### src/rtl/histogram_calculator_pkg.sv
// Shared widths, state encoding and the saturating increment used by the
// histogram calculator.
package histogram_calculator_pkg;

  localparam int PIXEL_W  = 8;
  localparam int COUNT_W  = 16;
  localparam int NUM_BINS = 2 ** PIXEL_W;

  typedef enum logic [2:0] {
    IDLE  = 3'd0,
    CLEAR = 3'd1,
    ARMED = 3'd2,
    COUNT = 3'd3,
    DRAIN = 3'd4,
    DONE  = 3'd5
  } state_t;

  // Bins stick at all-ones instead of wrapping back to zero.
  function automatic logic [COUNT_W-1:0] sat_inc(input logic [COUNT_W-1:0] v);
    return (v == {COUNT_W{1'b1}}) ? v : v + COUNT_W'(1);
  endfunction

endpackage

### src/rtl/histogram_calculator_if.sv
// Pixel stream, control events and bin read port of the histogram calculator.
interface histogram_calculator_if;
  import histogram_calculator_pkg::*;

  // in_valid qualifies in_pixel on every rising edge; there is no ready/back-pressure,
  // the block accepts one pixel per clock whenever in_valid=1.
  logic [PIXEL_W-1:0] in_pixel;
  logic               in_valid;
  logic               calc_flag;
  logic               end_of_frame;
  logic [PIXEL_W-1:0] external_addr_rd;
  logic [COUNT_W-1:0] external_data_rd;
  logic               out_valid;

  modport master (
    output in_pixel, in_valid, calc_flag, end_of_frame, external_addr_rd,
    input  external_data_rd, out_valid
  );

  modport slave (
    input  in_pixel, in_valid, calc_flag, end_of_frame, external_addr_rd,
    output external_data_rd, out_valid
  );

endinterface

### src/rtl/histogram_calculator_ram.sv
// Bin storage: one write port and an internal read port for clear/increment,
// plus an independent registered read port for external readers.
module histogram_ram
  import histogram_calculator_pkg::*;
(
  input  logic               clk,
  input  logic               rst,
  input  logic               we,
  input  logic [PIXEL_W-1:0] wr_addr,
  input  logic [COUNT_W-1:0] wr_data,
  input  logic [PIXEL_W-1:0] rd_addr,
  output logic [COUNT_W-1:0] rd_data,
  input  logic [PIXEL_W-1:0] ext_addr,
  output logic [COUNT_W-1:0] ext_data
);

  logic [COUNT_W-1:0] mem [NUM_BINS];

  // Internal read returns the pre-write value on an address collision;
  // the increment pipeline forwards around that.
  always_ff @(posedge clk) begin
    if (we) mem[wr_addr] <= wr_data;
    rd_data <= mem[rd_addr];
  end

  always_ff @(posedge clk) begin
    if (rst) ext_data <= '0;
    else     ext_data <= mem[ext_addr];
  end

endmodule

### src/rtl/histogram_calculator.sv
// Frame histogram of luma pixels: request/clear/arm/count/drain FSM with a
// two-stage read-modify-write increment pipeline into a 256-bin memory.
module histogram_calculator
  import histogram_calculator_pkg::*;
(
  input  logic                         clk,
  input  logic                         rst,
  histogram_calculator_if.slave        bus,
  output state_t                       dbg_state
);

  state_t state, state_nxt;

  logic cf_q, eof_q, cf_evt, eof_evt;
  logic [PIXEL_W-1:0] clr_addr;
  logic drain_cnt;
  logic clear_we, count_en, out_valid_c;

  logic               s1_valid;
  logic [PIXEL_W-1:0] s1_addr;
  logic               wb_valid;
  logic [PIXEL_W-1:0] wb_addr;
  logic [COUNT_W-1:0] wb_data;
  logic [COUNT_W-1:0] ram_rd_data, operand, inc_data;

  logic               ram_we;
  logic [PIXEL_W-1:0] ram_wr_addr;
  logic [COUNT_W-1:0] ram_wr_data;
  logic [COUNT_W-1:0] ext_data;

  assign cf_evt  = bus.calc_flag & ~cf_q;
  assign eof_evt = bus.end_of_frame & ~eof_q;

  always_ff @(posedge clk) begin
    if (rst) begin
      state <= IDLE;
      cf_q  <= 1'b0;
      eof_q <= 1'b0;
    end else begin
      state <= state_nxt;
      cf_q  <= bus.calc_flag;
      eof_q <= bus.end_of_frame;
    end
  end

  always_comb begin
    state_nxt = state;
    unique case (state)
      IDLE:    if (cf_evt) state_nxt = CLEAR;
      CLEAR:   if (clr_addr == PIXEL_W'(NUM_BINS - 1)) state_nxt = ARMED;
      ARMED:   if (eof_evt) state_nxt = COUNT;
      COUNT:   if (eof_evt) state_nxt = DRAIN;
      DRAIN:   if (drain_cnt) state_nxt = DONE;
      DONE:    if (cf_evt) state_nxt = CLEAR;
      default: state_nxt = IDLE;
    endcase
  end

  always_comb begin
    clear_we    = 1'b0;
    count_en    = 1'b0;
    out_valid_c = 1'b0;
    unique case (state)
      CLEAR:   clear_we    = 1'b1;
      COUNT:   count_en    = bus.in_valid;
      DONE:    out_valid_c = 1'b1;
      default: ;
    endcase
  end

  always_ff @(posedge clk) begin
    if (rst) begin
      clr_addr  <= '0;
      drain_cnt <= 1'b0;
    end else begin
      clr_addr  <= (state == CLEAR) ? clr_addr + PIXEL_W'(1) : '0;
      drain_cnt <= (state == DRAIN) ? ~drain_cnt : 1'b0;
    end
  end

  // Stage 1 holds the pixel whose bin read is returning; its write lands at the
  // same edge the next pixel's read is sampled, so that read sees stale data.
  always_ff @(posedge clk) begin
    if (rst) begin
      s1_valid <= 1'b0;
      s1_addr  <= '0;
      wb_valid <= 1'b0;
      wb_addr  <= '0;
      wb_data  <= '0;
    end else begin
      s1_valid <= count_en;
      s1_addr  <= bus.in_pixel;
      wb_valid <= s1_valid;
      wb_addr  <= s1_addr;
      wb_data  <= inc_data;
    end
  end

  assign operand  = (wb_valid && (wb_addr == s1_addr)) ? wb_data : ram_rd_data;
  assign inc_data = sat_inc(operand);

  assign ram_we      = clear_we | s1_valid;
  assign ram_wr_addr = clear_we ? clr_addr : s1_addr;
  assign ram_wr_data = clear_we ? '0 : inc_data;

  histogram_ram u_ram (
    .clk      (clk),
    .rst      (rst),
    .we       (ram_we),
    .wr_addr  (ram_wr_addr),
    .wr_data  (ram_wr_data),
    .rd_addr  (bus.in_pixel),
    .rd_data  (ram_rd_data),
    .ext_addr (bus.external_addr_rd),
    .ext_data (ext_data)
  );

  assign bus.external_data_rd = ext_data;
  assign bus.out_valid        = out_valid_c;
  assign dbg_state            = state;

endmodule

### src/flat_wrapper.sv
// flat-port wrapper written by rule: the top's interface ports become plain ports
module histogram_calculator_flat import histogram_calculator_pkg::*;
  (clk, rst, dbg_state, bus_in_pixel, bus_in_valid, bus_calc_flag, bus_end_of_frame, bus_external_addr_rd, bus_external_data_rd, bus_out_valid);
  histogram_calculator_if bus_i ();
  input  logic clk;
  input  logic rst;
  output state_t dbg_state;
  input wire logic [$bits(bus_i.in_pixel)-1:0] bus_in_pixel;
  input wire logic [$bits(bus_i.in_valid)-1:0] bus_in_valid;
  input wire logic [$bits(bus_i.calc_flag)-1:0] bus_calc_flag;
  input wire logic [$bits(bus_i.end_of_frame)-1:0] bus_end_of_frame;
  input wire logic [$bits(bus_i.external_addr_rd)-1:0] bus_external_addr_rd;
  output wire logic [$bits(bus_i.external_data_rd)-1:0] bus_external_data_rd;
  output wire logic [$bits(bus_i.out_valid)-1:0] bus_out_valid;
  assign bus_i.in_pixel = bus_in_pixel;
  assign bus_i.in_valid = bus_in_valid;
  assign bus_i.calc_flag = bus_calc_flag;
  assign bus_i.end_of_frame = bus_end_of_frame;
  assign bus_i.external_addr_rd = bus_external_addr_rd;
  assign bus_external_data_rd = bus_i.external_data_rd;
  assign bus_out_valid = bus_i.out_valid;
  histogram_calculator u_core (.clk(clk), .rst(rst), .bus(bus_i), .dbg_state(dbg_state));
endmodule
### config.mk
export PLATFORM = sky130hd
export DESIGN_NAME = histogram_calculator_flat
export DESIGN_NICKNAME = d
export VERILOG_FILES = /design/src/rtl/histogram_calculator_pkg.sv /design/src/rtl/histogram_calculator_if.sv /design/src/rtl/histogram_calculator_ram.sv /design/src/rtl/histogram_calculator.sv /design/src/flat_wrapper.sv
export SDC_FILE = /design/constraint.sdc
export NUM_CORES = 2
export LEC_CHECK = 0
export CORE_MARGIN = 4
export CORE_UTILIZATION = 36
export DETAILED_ROUTE_END_ITERATION = 8
export GPL_TIMING_DRIVEN = 1
export PLACE_DENSITY = 0.58
export REMOVE_ABC_BUFFERS = 1
export SLEW_MARGIN = 10
export SYNTH_ARGS = -nofsm -noshare
export SYNTH_HDL_FRONTEND = slang
export SYNTH_SLANG_ARGS = --single-unit
### constraint.sdc
create_clock -name clk -period 18.7 [get_ports clk]
set_input_delay 5.61 -clock clk [delete_from_list [all_inputs] [get_ports clk]]
set_output_delay 5.61 -clock clk [all_outputs]
set_load 0.005 [all_outputs]
Yosys cells after proc, flatten, opt, wreduce, memory -nomap -nowiden
Memory sizes are Yosys's and may differ from the RTL's. A register that Yosys moved wholly into a read port is not among the register bits.
Cells that the tools add are included.
{"block": "op_classes", "add_sub_neg": 2, "n_eq_ne": 13, "mux": 14, "bitwise_logic": 9, "reduce_logical": 7}
{"op": "$mux W16", "n": 3}
{"op": "$add A16 B1 Y16 const B", "n": 1}
{"op": "$eq A16 B16 Y1 const B", "n": 1}
{"op": "$mux W3", "n": 5}
{"op": "$pmux W3 S5", "n": 1}
{"op": "$ne A2 B1 Y1 const B", "n": 5}
{"op": "$add A8 B1 Y8 const B", "n": 1}
{"op": "$eq A8 B8 Y1", "n": 1}
{"op": "$eq A8 B8 Y1 const B", "n": 1}
{"op": "$mux W8", "n": 1}
{"op": "$reduce_or A2 Y1", "n": 4}
{"op": "$eq A3 B2 Y1 const B", "n": 2}
{"op": "$eq A3 B3 Y1 const B", "n": 2}
{"op": "$not A1 Y1", "n": 6}
{"op": "$reduce_and A5 Y1", "n": 1}
{"op": "$mux W1", "n": 4}
{"op": "$eq A3 B1 Y1 const B", "n": 1}
{"op": "$logic_not A3 Y1", "n": 1}
{"op": "$and A1 B1 Y1", "n": 2}
{"op": "$logic_and A1 B1 Y1", "n": 1}
{"op": "$or A1 B1 Y1", "n": 1}
{"block": "totals", "regBits": 48, "ramBits": 4096, "input_bits": 21, "output_inout_bits": 20, "memories": 1}
{"memory": "u_core.u_ram.mem", "words": 256, "word_bits": 16, "rd": 2, "rd_clocked_by_memory_dff": 2, "wr": 1, "line": "histogram_calculator_ram.sv:17", "source": "logic [COUNT_W-1:0] mem [NUM_BINS];"}

Depth between registers and ports, before layout
{"block": "logic_depth", "depth_word": 6, "depth_mapped": 14}

By module
Synthesis repeated with hierarchy kept, for this count alone.
{"block": "unflattened", "hier_cells": 9526, "hier_area_um2": 194004.8}
{"module": "histogram_ram", "instances": 1, "cells_per_inst": 9191, "area_each_um2": 191309.7, "seq_area_each_um2": 123638.6}
{"module": "histogram_calculator", "instances": 1, "cells_per_inst": 335, "area_each_um2": 2695.1, "seq_area_each_um2": 960.9}

Worst setup path before layout
No wires, ideal clock.
{"block": "synth_timing", "path_kind": "reg-to-reg", "startpoint": "register u_core.s1_addr[7]", "endpoint": "memory u_core.u_ram.mem[0][11], data pin", "setup_ns": 2.247, "arrival_ns": 13.177, "required_time_ns": 16.453, "path_slack_ns": 3.276, "stages_incl_launch_ff": 13, "period_less_slack_ns": 15.424, "path_cell_list": "dfxtp_1 -> xnor2_1 -> nand3_1 -> nor3_1 -> buf_2 -> nand2_1 -> nand2_1 -> ha_1 -> nand4_1 -> mux2i_1 -> nor3b_1 -> xnor2_1 -> a211oi_1"}
{"block": "synth_between", "elab_chain_len": 6, "word_cells_on_any_way": 7, "cone_classes": "add/sub (1); eq/ne (2); mux (3); reduce/logical (1)"}
{"element": "start, declared", "line": "histogram_calculator.sv:20", "source": "logic [PIXEL_W-1:0] s1_addr;"}
{"element": "start signal, assigned", "line": "histogram_calculator.sv:92", "source": "s1_addr <= bus.in_pixel;"}
{"element": "$eq A8 B8 Y1 *", "line": "histogram_calculator.sv:99", "source": "assign operand = (wb_valid && (wb_addr == s1_addr)) ? wb_data : ram_rd_data;"}
{"element": "$logic_and A1 B1 Y1 *", "line": "histogram_calculator.sv:99"}
{"element": "$mux W16 *", "line": "histogram_calculator.sv:99"}
{"element": "$add A16 B1 Y16 or $eq A16 B16 Y1 (tied branches)", "line": "histogram_calculator_pkg.sv:20", "source": "return (v == {COUNT_W{1'b1}}) ? v : v + COUNT_W'(1);"}
{"element": "$mux W16 *", "line": "histogram_calculator_pkg.sv:20"}
{"element": "$mux W16 *", "line": "histogram_calculator.sv:104", "source": "assign ram_wr_data = clear_we ? '0 : inc_data;"}
{"element": "via u_core.ram_wr_data[11]", "line": "histogram_calculator.sv:28", "source": "logic [COUNT_W-1:0] ram_wr_data;"}
{"element": "end, declared", "line": "histogram_calculator_ram.sv:17"}
The timed path passes the listed nets; every way through them passes the cells marked *.

==> impl_metrics.xml <==
<?xml version="1.0" encoding="UTF-8"?>
<metrics>
  <group name="outcome">
    <metric name="outcome" unit="">complete, but fails checks</metric>
    <metric name="violations" unit="">design-rule violations, max-capacitance violations, max-slew violations</metric>
  </group>
  <group name="clock_network">
    <metric name="postCtsSetupRepairBufs" unit="">0</metric>
    <metric name="htreeDepth" unit="">5</metric>
    <metric name="numCtsBuffers" unit="">441</metric>
    <metric name="cts_tree" unit="">done</metric>
    <metric name="ctsHoldBuffers" unit="">0</metric>
    <metric name="cts-resized-gates" unit="">0</metric>
    <metric name="path_clk_slew" unit="ns">0.06</metric>
    <metric name="cts_root_buf" unit="">clkbuf_16</metric>
    <metric name="clk-insertion-delay-late" unit="ns">1.12</metric>
    <metric name="cts_buffer_depth" unit="">4</metric>
    <metric name="cts_num_sinks" unit="">4176</metric>
  </group>
  <group name="setup_path">
    <metric name="endpoint_kind" unit="">flip-flop</metric>
    <metric name="path_class" unit="">input port to flip-flop</metric>
    <metric name="setup.worst_path.start" unit="">bus_external_addr_rd[1]</metric>
    <metric name="worst-endpoint-arrival" unit="ns">11.69</metric>
    <metric name="critical_path.startpoint_type" unit="">input port</metric>
    <metric name="timing.critical_path.fanout_max" unit="">73</metric>
    <metric name="crit-reg2reg-launch" unit="">u_core.s1_addr[1]</metric>
    <metric name="critical_path_required" unit="ns">19.65</metric>
  </group>
  <group name="final_layout">
    <metric name="finalNonFillerCells" unit="">17500</metric>
    <metric name="layout.cells.most_common" unit="">edfxtp_1</metric>
    <metric name="drive_gt1_frac" unit="">0.335</metric>
    <metric name="final_cell_mix" unit="">edfxtp_1 (4096), mux4_2 (1939), mux2i_1 (704)</metric>
    <metric name="layout-area-overhead-vs-synth" unit="%">12.4</metric>
    <metric name="n_fill_cell" unit="">47300</metric>
    <metric name="final_nets" unit="">9910</metric>
  </group>
  <group name="detailed_routing">
    <metric name="wl_per_cell" unit="µm">40.2</metric>
    <metric name="remaining_drc_errors" unit="">3</metric>
    <metric name="vias" unit="">114000</metric>
    <metric name="vias_per_cell" unit="">6.53</metric>
    <metric name="drt-initial-drc-count" unit="">17400</metric>
    <metric name="postRouteAntennaNets" unit="">0</metric>
    <metric name="detail_route.wirelength" unit="mm">702</metric>
    <metric name="detail_route.first_pass.iterations" unit="">8</metric>
  </group>
  <group name="yosys">
    <metric name="flip_flop_and_latch_count_after_synthesis" unit="">4176</metric>
    <metric name="yosysWarnings" unit="">0</metric>
    <metric name="async_set_or_reset_register_ratio_after_synthesis" unit="">0</metric>
    <metric name="synth-edff-count" unit="">4096</metric>
    <metric name="dominant_register_cell_in_the_synthesized_netlist" unit="">edfxtp_1</metric>
    <metric name="syn-cell-area" unit="µm²">195000</metric>
    <metric name="syn_avg_cell_area" unit="µm²">20.1</metric>
    <metric name="synth_cell_type_count" unit="">81</metric>
    <metric name="synth.yosys.seq_area_share" unit="">0.640</metric>
    <metric name="synth_cells" unit="">9664</metric>
  </group>
  <group name="min_path">
    <metric name="type_of_the_tightest_min_delay_check" unit="">flip-flop to flip-flop</metric>
    <metric name="timing.hold.worst.start" unit="">u_core.drain_cnt</metric>
  </group>
  <group name="placed_design">
    <metric name="detailed_place_hpwl" unit="mm">450</metric>
    <metric name="place.detailed.instances" unit="">16600</metric>
    <metric name="place_worst_setup_slack" unit="ns">7.08</metric>
    <metric name="gp_congestion" unit="">0.958</metric>
    <metric name="place.port_buffers" unit="">40</metric>
  </group>
  <group name="timing">
    <metric name="max_clock_freq" unit="MHz">93.1</metric>
    <metric name="summed_negative_setup_slack_over_all_endpoints" unit="ns">0</metric>
    <metric name="final_period_minus_worst_setup_slack" unit="ns">10.74</metric>
    <metric name="fin_skew" unit="ns">0.126</metric>
    <metric name="final-setup-viol-count" unit="">0</metric>
    <metric name="grt_setup_unrepaired" unit="">no</metric>
    <metric name="final_slew_viol_count" unit="">2</metric>
    <metric name="timing_hold_violations_final" unit="">0</metric>
    <metric name="timing.final.crit_share" unit="">0.574</metric>
    <metric name="worstMarginPinSlew" unit="ns">1.51</metric>
    <metric name="finalWorstSetupSlack" unit="ns">7.96</metric>
    <metric name="timing.slew.headroom" unit="">-0.0189</metric>
  </group>
  <group name="power_and_ir_drop">
    <metric name="power_density" unit="nW/µm²">103</metric>
    <metric name="internal_power" unit="mW">16.7</metric>
    <metric name="power.ir.vdd_worst" unit="V">0.0000859</metric>
    <metric name="power_frac_comb" unit="">0.112</metric>
    <metric name="clkPwrFrac" unit="">0.396</metric>
    <metric name="finalPower" unit="mW">22.4</metric>
    <metric name="p_leak" unit="nW">67.9</metric>
    <metric name="power.net_switching" unit="mW">5.76</metric>
    <metric name="sw_frac_of_total" unit="">0.257</metric>
    <metric name="seqPwrFrac" unit="">0.492</metric>
  </group>
  <group name="flow_run">
    <metric name="max_cap_violations" unit="">1</metric>
  </group>
  <group name="global_routing">
    <metric name="antenna_found_initial" unit="">52</metric>
    <metric name="grt.overflow.total" unit="">0</metric>
    <metric name="gr-usage-all-layers" unit="">0.248</metric>
    <metric name="via_count_of_the_first_global_routing_pass" unit="">112000</metric>
    <metric name="grt_pass1_wl" unit="mm">951</metric>
    <metric name="grt_start_max_net_pins" unit="">116</metric>
  </group>
  <group name="floorplan">
    <metric name="die_height" unit="µm">743</metric>
    <metric name="initial_core_util" unit="">0.362</metric>
    <metric name="num_rows" unit="">269</metric>
    <metric name="die_x" unit="µm">743</metric>
    <metric name="io_pins" unit="">41</metric>
    <metric name="die-area" unit="µm²">552000</metric>
    <metric name="design.core.area" unit="µm²">538000</metric>
  </group>
</metrics>
[sequential cells by signal, summed over array words and instances, names as in the netlist]
name / cells
u_core.cf_q: 1
u_core.clr_addr: 8
u_core.dbg_state: 3
u_core.drain_cnt: 1
u_core.eof_q: 1
u_core.s1_addr: 8
u_core.s1_valid: 1
u_core.u_ram.ext_data: 16
u_core.u_ram.mem: 4096
u_core.u_ram.rd_data: 16
u_core.wb_addr: 8
u_core.wb_data: 16
u_core.wb_valid: 1
[synthesized netlist by cell type (8+ instances only)]
master        n  share of area
edfxtp_1   4096           0.63
mux4_2     1939           0.22
mux2i_1     704          0.036
nor2_1      337         0.0065
o22ai_1     235         0.0076
buf_2       220         0.0057
nand2_1     214         0.0041
o221ai_1    197         0.0089
clkbuf_1    195         0.0038
buf_4       156         0.0060
a21oi_1     131         0.0034
a22oi_1     108         0.0042
buf_6        96         0.0056
o21ai_0      88         0.0023
dfxtp_1      80         0.0082
a211oi_1     70         0.0027
mux4_1       68         0.0092
nand3_1      68         0.0017
nor3_1       56         0.0014
buf_1        43        0.00083
nor2b_1      41         0.0013
nor4_1       36         0.0012
and2_1       34         0.0011
nand4_1      34         0.0011
buf_8        30         0.0023
a32oi_1      23         0.0010
o31ai_1      21        0.00081
a22o_1       20        0.00090
or3_1        20        0.00064
xnor2_1      20        0.00090
o32ai_1      19        0.00086
a2111oi_0    18        0.00081
nand3b_1     18        0.00069
a31oi_1      17        0.00055
buf_12       16         0.0016
and3_1       15        0.00048
o311ai_0     13        0.00059
a32o_1       12        0.00062
or4_1        12        0.00046
clkbuf_8     11        0.00078
mux2_2       11        0.00064
mux4_4       10         0.0013
nand2b_1     10        0.00032
inv_1         8        0.00015
[worst max-delay path, cell delays in order]
cell	delay [ns]
buf_8	0.40
buf_4	0.83
buf_4	0.75
buf_4	0.83
mux4_2	0.38
mux2i_1	0.16
a32o_1	0.29
nor4_1	0.86
nand3_1	0.66
o31ai_1	0.39
[logic make-up (layout without fill, tap and decap cells)]
group / after synthesis / after routing / synth area share
AOI/OAI and AO/OA: 1014 / 1014 / 0.0371
xor gates and xnor gates: 26 / 26 / 0.00117
adders and majority gates: 2 / 2 / 0.000129
buffers and inverters: 789 / 1393 / 0.0273
DFF: 4176 / 4176 / 0.640
muxes: 2732 / 2732 / 0.272
other: 0 / 25 / 0
and+or+nand+nor: 925 / 925 / 0.0224
[power by group through the flow]
stage	Clock (mW)	Combinational, mW	Sequential, mW
floorplan	0	1.09	11.5
global placement	0	2.38	11.2
detailed placement	0	2.47	11.2
CTS	8.97	2.47	11.0
global route	9.38	2.59	11.0
finish	8.89	2.51	11.0
[layout make-up]
type                    instances  area, µm²  area share
inverters                       9       41.3    0.000189
well taps                    7181       8980      0.0411
repair buffers                560       4650      0.0212
diodes                         25       62.6    0.000286
multi-input cells            4699      66000       0.301
flip-flops and latches       4176     125000       0.569
clock inverters               282       2890      0.0132
clock buffers                 542      11600      0.0531
[final timing paths]
check	slack (ns)	cells past startpoint	to
max	7.96	10	u_core.u_ram.ext_data[13]
min	0.44	1	u_core.drain_cnt
max reg2reg	12.28	13	u_core.u_ram.mem[50][9]
min reg2reg	0.44	1	u_core.drain_cnt
[layer usage]
layer  wire [µm]  track usage
met2      313000        0.372
met3       90500       0.0826
met4       41300        0.121
met1      257000        0.324
met5         989    0.0000866
[through the flow]
step                       util  hold slack [ns]  area, µm²
final                     0.407            0.441     219000
after detailed placement  0.380            0.424     204000
after global routing      0.407            0.462     219000
after CTS                 0.407            0.433     219000
after floorplan               -            0.399     189000
after global placement    0.379            0.411     204000
Note: power is estimated with default switching activity, not from simulation.
